<file path="src/rtl/rsa_stream_ctrl_if.sv">
// Byte-link bundle for rsa_stream_ctrl.
// Carries the host rx and tx valid/ready channels.
interface rsa_stream_ctrl_if;
  logic [7:0] i_rx_data;
  logic       i_rx_valid;
  logic       o_rx_ready;
  logic [7:0] o_tx_data;
  logic       o_tx_valid;
  logic       i_tx_ready;

  modport slave (
    input  i_rx_data, i_rx_valid, i_tx_ready,
    output o_rx_ready, o_tx_data, o_tx_valid
  );

  modport master (
    output i_rx_data, i_rx_valid, i_tx_ready,
    input  o_rx_ready, o_tx_data, o_tx_valid
  );
endinterface

</file>
<file path="src/rtl/rsa_stream_ctrl.sv">
// Byte-stream front end for the RSA256 core.
// Loads N, d, a big-endian, starts the core, streams the result out.
module rsa_stream_ctrl #(
  parameter int OUT_BYTES = 31
) (
  input  logic                i_clk,
  input  logic                i_rst,
  rsa_stream_ctrl_if.slave    bus,
  input  logic                i_key_keep,
  output logic                o_core_start,
  output logic [255:0]        o_core_n,
  output logic [255:0]        o_core_d,
  output logic [255:0]        o_core_a,
  input  logic [255:0]        i_core_a_pow_d,
  input  logic                i_core_finished,
  output logic                o_busy
);

  localparam int         TOP     = 8 * OUT_BYTES - 1;
  localparam logic [4:0] LAST_TX = 5'(OUT_BYTES - 1);

  typedef enum logic [2:0] {
    S_GET_N, S_GET_D, S_GET_A,
    S_START, S_WAIT, S_SEND
  } state_e;

  state_e       state_q, state_d;
  logic [4:0]   cnt_q, cnt_d;
  logic [255:0] n_q, n_d;
  logic [255:0] d_q, d_d;
  logic [255:0] a_q, a_d;
  logic [255:0] tx_sh_q, tx_sh_d;
  logic         rx_ready_q, rx_ready_d;
  logic         tx_valid_q, tx_valid_d;
  logic         start_q, start_d;
  logic         busy_q, busy_d;
  logic         rx_fire, tx_fire;

  assign rx_fire = rx_ready_q && bus.i_rx_valid;
  assign tx_fire = tx_valid_q && bus.i_tx_ready;

  always_comb begin
    state_d = state_q;
    cnt_d   = cnt_q;
    n_d     = n_q;
    d_d     = d_q;
    a_d     = a_q;
    tx_sh_d = tx_sh_q;
    unique case (state_q)
      S_GET_N, S_GET_D, S_GET_A: begin
        if (rx_fire) begin
          cnt_d = cnt_q + 5'd1;
          unique case (state_q)
            S_GET_N: n_d = {n_q[247:0], bus.i_rx_data};
            S_GET_D: d_d = {d_q[247:0], bus.i_rx_data};
            default: a_d = {a_q[247:0], bus.i_rx_data};
          endcase
          if (cnt_q == 5'd31) begin
            unique case (state_q)
              S_GET_N: state_d = S_GET_D;
              S_GET_D: state_d = S_GET_A;
              default: state_d = S_START;
            endcase
          end
        end
      end
      S_START: state_d = S_WAIT;
      S_WAIT: begin
        if (i_core_finished) begin
          tx_sh_d = i_core_a_pow_d;
          state_d = S_SEND;
        end
      end
      S_SEND: begin
        if (tx_fire) begin
          tx_sh_d = tx_sh_q << 8;
          cnt_d   = cnt_q + 5'd1;
          if (cnt_q == LAST_TX) begin
            cnt_d   = 5'd0;
            state_d = i_key_keep ? S_GET_A : S_GET_N;
          end
        end
      end
      default: state_d = S_GET_N;
    endcase
    // Outputs are registered from the next state so they line up with it.
    rx_ready_d = (state_d == S_GET_N) || (state_d == S_GET_D) ||
                 (state_d == S_GET_A);
    tx_valid_d = (state_d == S_SEND);
    start_d    = (state_d == S_START);
    busy_d     = (state_d == S_START) || (state_d == S_WAIT) ||
                 (state_d == S_SEND);
  end

  always_ff @(posedge i_clk or posedge i_rst) begin
    if (i_rst) begin
      state_q    <= S_GET_N;
      cnt_q      <= '0;
      n_q        <= '0;
      d_q        <= '0;
      a_q        <= '0;
      tx_sh_q    <= '0;
      rx_ready_q <= 1'b0;
      tx_valid_q <= 1'b0;
      start_q    <= 1'b0;
      busy_q     <= 1'b0;
    end else begin
      state_q    <= state_d;
      cnt_q      <= cnt_d;
      n_q        <= n_d;
      d_q        <= d_d;
      a_q        <= a_d;
      tx_sh_q    <= tx_sh_d;
      rx_ready_q <= rx_ready_d;
      tx_valid_q <= tx_valid_d;
      start_q    <= start_d;
      busy_q     <= busy_d;
    end
  end

  assign bus.o_rx_ready = rx_ready_q;
  assign bus.o_tx_valid = tx_valid_q;
  assign bus.o_tx_data  = tx_valid_q ? tx_sh_q[TOP -: 8] : 8'h00;
  assign o_core_start   = start_q;
  assign o_core_n       = n_q;
  assign o_core_d       = d_q;
  assign o_core_a       = a_q;
  assign o_busy         = busy_q;

endmodule
</file>
<file path="src/flat_wrapper.sv">
// flat-port wrapper written by rule: the top's interface ports become plain ports
module rsa_stream_ctrl_flat 
#(
  parameter int OUT_BYTES = 31
)
  (i_clk, i_rst, i_key_keep, o_core_start, o_core_n, o_core_d, o_core_a, i_core_a_pow_d, i_core_finished, o_busy, bus_i_rx_data, bus_i_rx_valid, bus_i_tx_ready, bus_o_rx_ready, bus_o_tx_data, bus_o_tx_valid);
  rsa_stream_ctrl_if bus_i ();
  input  logic i_clk;
  input  logic i_rst;
  input  logic i_key_keep;
  output logic o_core_start;
  output logic [255:0] o_core_n;
  output logic [255:0] o_core_d;
  output logic [255:0] o_core_a;
  input  logic [255:0] i_core_a_pow_d;
  input  logic i_core_finished;
  output logic o_busy;
  input wire logic [$bits(bus_i.i_rx_data)-1:0] bus_i_rx_data;
  input wire logic [$bits(bus_i.i_rx_valid)-1:0] bus_i_rx_valid;
  input wire logic [$bits(bus_i.i_tx_ready)-1:0] bus_i_tx_ready;
  output wire logic [$bits(bus_i.o_rx_ready)-1:0] bus_o_rx_ready;
  output wire logic [$bits(bus_i.o_tx_data)-1:0] bus_o_tx_data;
  output wire logic [$bits(bus_i.o_tx_valid)-1:0] bus_o_tx_valid;
  assign bus_i.i_rx_data = bus_i_rx_data;
  assign bus_i.i_rx_valid = bus_i_rx_valid;
  assign bus_i.i_tx_ready = bus_i_tx_ready;
  assign bus_o_rx_ready = bus_i.o_rx_ready;
  assign bus_o_tx_data = bus_i.o_tx_data;
  assign bus_o_tx_valid = bus_i.o_tx_valid;
  rsa_stream_ctrl #(.OUT_BYTES(OUT_BYTES)) u_core (.i_clk(i_clk), .i_rst(i_rst), .bus(bus_i), .i_key_keep(i_key_keep), .o_core_start(o_core_start), .o_core_n(o_core_n), .o_core_d(o_core_d), .o_core_a(o_core_a), .i_core_a_pow_d(i_core_a_pow_d), .i_core_finished(i_core_finished), .o_busy(o_busy));
endmodule
</file>
<file path="config.mk">
export PLATFORM = sky130hd
export DESIGN_NAME = rsa_stream_ctrl_flat
export DESIGN_NICKNAME = d
export VERILOG_FILES = /design/src/rtl/rsa_stream_ctrl_if.sv /design/src/rtl/rsa_stream_ctrl.sv /design/src/flat_wrapper.sv
export SDC_FILE = /design/constraint.sdc
export NUM_CORES = 2
export LEC_CHECK = 0
export BUFFER_PORTS_ARGS = -buffer_cell sky130_fd_sc_hd__buf_2
export CAP_MARGIN = 20
export CORE_AREA = 5 5 407 409
export DETAILED_ROUTE_END_ITERATION = 12
export DIE_AREA = 0 0 412 414
export GPL_TIMING_DRIVEN = 0
export PLACE_DENSITY_LB_ADDON = 0.2
export SYNTH_ARGS = -nofsm -noshare
export SYNTH_HDL_FRONTEND = slang
export SYNTH_SLANG_ARGS = --single-unit
</file>
<file path="constraint.sdc">
create_clock -name i_clk -period 35.4 [get_ports i_clk]
set_input_delay 0 -clock i_clk [delete_from_list [all_inputs] [get_ports i_clk]]
set_output_delay 0 -clock i_clk [all_outputs]
set_load 0.02 [all_outputs]
</file>
=== Word level (Yosys, flattened, before mapping) ===
Index checks and enable logic that the tools add are counted.

* Register bits after elaboration: 1,028
* Input port bits: 270
* Output and inout bits: 780
* Logic and storage cells: 60

* Add/sub/neg operators: 1
* Equality and inequality tests: 15
* Multiplexer cells: 16
* Bitwise logic cells: 1
* Reduce and logical (&&, ||, !) cells: 17

{| class="wikitable"
|+ Operators by type and width
! kind !! number
|-
| $mux W248 || 2
|-
| $pmux W248 S2 || 1
|-
| $mux W3 || 5
|-
| $mux W5 || 3
|-
| $reduce_and A3 Y1 || 5
|-
| $eq A3 B2 Y1 const B || 4
|-
| $eq A3 B3 Y1 const B || 4
|-
| $pmux W3 S4 || 1
|-
| $eq A5 B5 Y1 const B || 2
|-
| $pmux W5 S2 || 1
|-
| $mux W8 || 1
|-
| $eq A3 B1 Y1 const B || 2
|-
| $logic_not A3 Y1 || 2
|-
| $add A5 B1 Y5 const B || 1
|-
| $logic_or A1 B1 Y1 || 4
|-
| $ne A2 B1 Y1 const B || 2
|-
| $pmux W2 S2 || 1
|-
| $reduce_bool A2 Y1 || 2
|-
| $reduce_or A3 Y1 || 1
|-
| $logic_and A1 B1 Y1 || 2
|-
| $mux W2 || 1
|-
| $ne A2 B2 Y1 const B || 1
|-
| $reduce_or A2 Y1 || 1
|-
| $not A1 Y1 || 1
|}

=== Logic depth before layout (Yosys ltp) ===
* Word-level depth: 8
* Mapped depth: 7
* Gate-level depth less buffers: 7

=== Least setup slack after synthesis ===
No wires, ideal clock.

* Kind: register -> register
* From: reg u_core.rx_ready_q (netlist: u_core.bus.o_rx_ready)
* To: reg u_core.a_q[0] (netlist: u_core.o_core_a[0])
* Setup time: 0.125 ns
* Arrival time: 1.621 ns
* Required time: 35.275 ns
* Slack: 33.655 ns
* Cell stages (with the launch flop): 6
* Path buffers: 2
* Clock period less this slack: 1.745 ns
* Cell sequence: dfrtp_1 > nand2_1 > nor3_2 > buf_2 > buf_2 > mux2_2

* Longest elaborated chain between the ends: 2

{| class="wikitable"
|+ RTL lines
! element !! RTL line !! RTL
|-
| from (decl) || rsa_stream_ctrl.sv:33 || <nowiki>logic rx_ready_q, rx_ready_d;</nowiki>
|-
| from (signal assigned) || rsa_stream_ctrl.sv:114 || <nowiki>rx_ready_q <= rx_ready_d;</nowiki>
|-
| $logic_and A1 B1 Y1 || rsa_stream_ctrl.sv:39 || <nowiki>assign rx_fire = rx_ready_q && bus.i_rx_valid;</nowiki>
|-
| $reduce_and A3 Y1 (no line) || - ||
|-
| to (signal assigned) || rsa_stream_ctrl.sv:101 || <nowiki>a_q <= '0;</nowiki>
|-
| to (signal assigned) || rsa_stream_ctrl.sv:112 || <nowiki>a_q <= a_d;</nowiki>
|-
| to (decl) || rsa_stream_ctrl.sv:31 || <nowiki>logic [255:0] a_q, a_d;</nowiki>
|}

Every way passes these cells.
A chain may end at the register's enable or synchronous reset.

==> run summary <==
WHS - 0.0826 ns
Vias post-DR - 30100
Buffers and inverters on the worst path - 7
Global Route met3 Usage - 5.17%
Largest net degree at the start of global routing - 123
Die Ht - 414 um
PD cells - 65.6 nW/um2
Layout Skew - 0.0615 ns
Total Wirelength - 155000 um
Number of unique standard cell types used by synthesis - 33
Setup TNS - 0 ns
I/O pins - 1050
Post-DP HPWL - 119000 um
Syn avg cell area - 13.2 um2
Row count - 148
Max Slew Vio Count - 0
Area leader, netlist - dfrtp_1
Largest cells by area after synthesis - dfrtp_1 (64%), mux2_2 (21%), nand2_1 (4.7%), a31oi_1 (3.8%), nor2_1 (2.3%)
Final worst setup slack - 32.67 ns
Crit end category - asynchronous set/reset pin
Synth top cells by count - dfrtp_1 (1028), mux2_2 (742), nand2_1 (502)
Post-DR wirelength/cell - 22.7 um
Maximum VDD drop - 48.2 uV
Pre-antenna DRT Iters - 7
RSZ-0062 raised after global routing - no
Congestion Overflow GR - 0
GR peak layer - met2
Antenna violations before repair - 50
Finished Layout Cells - 6850
Total GRT Usage - 17.6%
Number of max-cap violations - 0
HP Class - input pin to register
Post-synth EDFFs - 0
Startpoint Class - input pin
Final Wtd Congestion - 0.870
Critical path fanouts, max - 121
Area delta synth->final - 38.9%
Post-synthesis cell count - 3039
DP Cell Count - 6266
Seq cells post-synth - 1028
Layout cell share with drive strength beyond 1 - 46.3%
Placed Area - 48300 um2
Pre-CTS setup slack - 32.78 ns
Crit share post-route - 7.71%
Rel. slew slack - 54.8%
Cell chosen for the clock root - clkbuf_16
Crit path time final - 2.73 ns
Synth Net Count - 3312
Global Route met1 Usage - 21.6%
Async SR Flop Fraction - 100%
Synth top area share - 64.2%
CP top delay family - buffers and inverters
Detailed Route Iter0 Violations - 1704
M2 GR Usage - 28.9%
Count leader, synth - dfrtp_1
Arr. time, crit path - 3.48 ns
Slowest stage delay, CP - 0.63 ns
Max clock buf depth - 3
H-tree depth - 3
Clock sinks - 1028
Vias in the first global route - 31600
Final nets - 4811
Netlist Area Pre-Place - 40100 um2
Port Buf Inserts - 1041
First-pass GRT wire length - 223000 um
Crit path required time - 36.15 ns
CTS clock-pin slew for the worst setup and hold paths - 0.06 ns
CP Class - input pin to asynchronous set/reset pin
Fillcell total - 16500
Core Region - 162000 um2
Final Hold Vio Count - 0
Worst-Margin Slew - 0.678 ns
Yosys warning total - 0
Initial Utilization - 24.8%
Die Wd - 412 um
Critical path's slowest cell - dlygate4sd3_1
Via density - 4.39
Residual DRC - 0
Design Area, Final - 55600 um2
TritonCTS clock tree - yes
Status - finished clean
Die area - 171000 um2
Commonest register cell after synthesis - dfrtp_1
Sequential fraction of the synthesis area - 64.2%
LEAKAGE - 29.7 nW
Clk Latency, worst-skew pair - 0.76 ns
Routed Antenna Nets - 0
Crit path cell chain - dlygate4sd3_1 -> buf_2 -> dlygate4sd3_1 -> inv_8 -> buf_16 -> buf_16 -> buf_16
Final setup violating endpoints - 0
Most frequent CP cell - buf_16
Maximum clock frequency - 366 MHz
Inserted Clock Buffers - 120
[path summary, 6_finish.rpt]
| check | cells past startpoint | startpoint | slack [ns] | endpoint |
|---|---|---|---|---|
| max | 7 | i_rst | 32.67 | u_core.o_core_n[146]$_DFFE_PP0P_ |
| min reg2reg | 2 | u_core.tx_sh_q[26]$_DFFE_PP0P_ | 0.50 | u_core.tx_sh_q[34]$_DFFE_PP0P_ |
| min in group asynchronous | 4 | i_rst | 0.48 | u_core.o_core_a[253]$_DFFE_PP0P_ |
| max in group i_clk | 6 | u_core.bus.o_tx_valid$_DFF_PP0_ | 32.81 | u_core.state_q[1]$_DFF_PP0_ |
| min | 4 | i_core_a_pow_d[70] | 0.08 | u_core.tx_sh_q[70]$_DFFE_PP0P_ |
| max reg2reg | 6 | u_core.bus.o_tx_valid$_DFF_PP0_ | 32.81 | u_core.state_q[1]$_DFF_PP0_ |
[metrics by stage]
step | total power [mW] | utilization, %
final | 3.65 | 34.4
after global routing | 3.87 | 34.4
after CTS | 3.70 | 34.3
after detailed placement | 2.38 | 29.9
after global placement | 2.38 | 29.7
after floorplan | 2.07 | -
[flip-flops by register name, indices dropped and copies added, names as in the netlist]
name and flops:
u_core.o_core_a 256, u_core.o_core_start 1, u_core.bus.o_tx_valid 1, u_core.o_core_d 256, u_core.o_busy 1, u_core.state_q 3
u_core.o_core_n 256, u_core.tx_sh_q 248, u_core.cnt_q 5, u_core.bus.o_rx_ready 1
[tightest hold or removal path: stages]
cell           delay [ns]
dlygate4sd3_1        0.52
buf_2                0.13
nand2_1              0.06
a31oi_1              0.08
[final cells by class]
type,count,area [um2],area share [%]
clock inverters,33,465,0.837
inverters,6,30.0,0.0540
plain buffers,192,988,1.78
well taps,2175,2720,4.89
diodes,41,103,0.184
multi-input cells,1813,13300,24.0
repair buffers,1377,8730,15.7
flip-flops and latches,1028,25700,46.2
clock buffers,185,3540,6.36
[kinds of logic after synthesis]
kind of cell / count (synthesis) / synth area share [%]
buffers and inverters: 198 / 2.52
AND/OR/NAND/NOR: 783 / 7.52
AO/OA/AOI/OAI: 259 / 4.06
adder cells (fa/ha/maj): 3 / 0.0937
multiplexers: 768 / 21.6
flip-flops: 1028 / 64.2
[what timing repair did]
action                                  in CTS  in global routing
endpoints found under the setup margin       0                  0
gates resized for setup                      0                  0
hold buffers                               325                  0
hold endpoints to repair                   684                  0
buffers inserted                             0                  0
[report_power, final]
group          total (mW)  leakage (nW)  internal, mW  switching, mW
Sequential           1.40          13.5          1.32         0.0771
Combinational        1.00          14.2         0.345          0.656
Clock                1.25          1.95         0.731          0.522
Total                3.65          29.7          2.40           1.25
[layer usage]
layer  part of all wire, %  wire length [um]
met4                   4.0              6260
met2                    47             73500
met3                   7.5             11700
met1                    41             63900
met5                 0.039                61
[cell usage in the layout (no fill, tap or decap), types with 10 or more instances in the layout]
master,n
nand3_1,13
a31oi_1,241
dlygate4sd3_1,325
mux2_1,26
clkinv_2,14
buf_6,10
nand2_1,502
dfrtp_1,1028
clkbuf_16,120
nor2_1,246
clkbuf_1,55
buf_2,1198
mux2_2,742
clkbuf_8,29
diode_2,41
No activity file was read; power rests on OpenSTA's default activity.
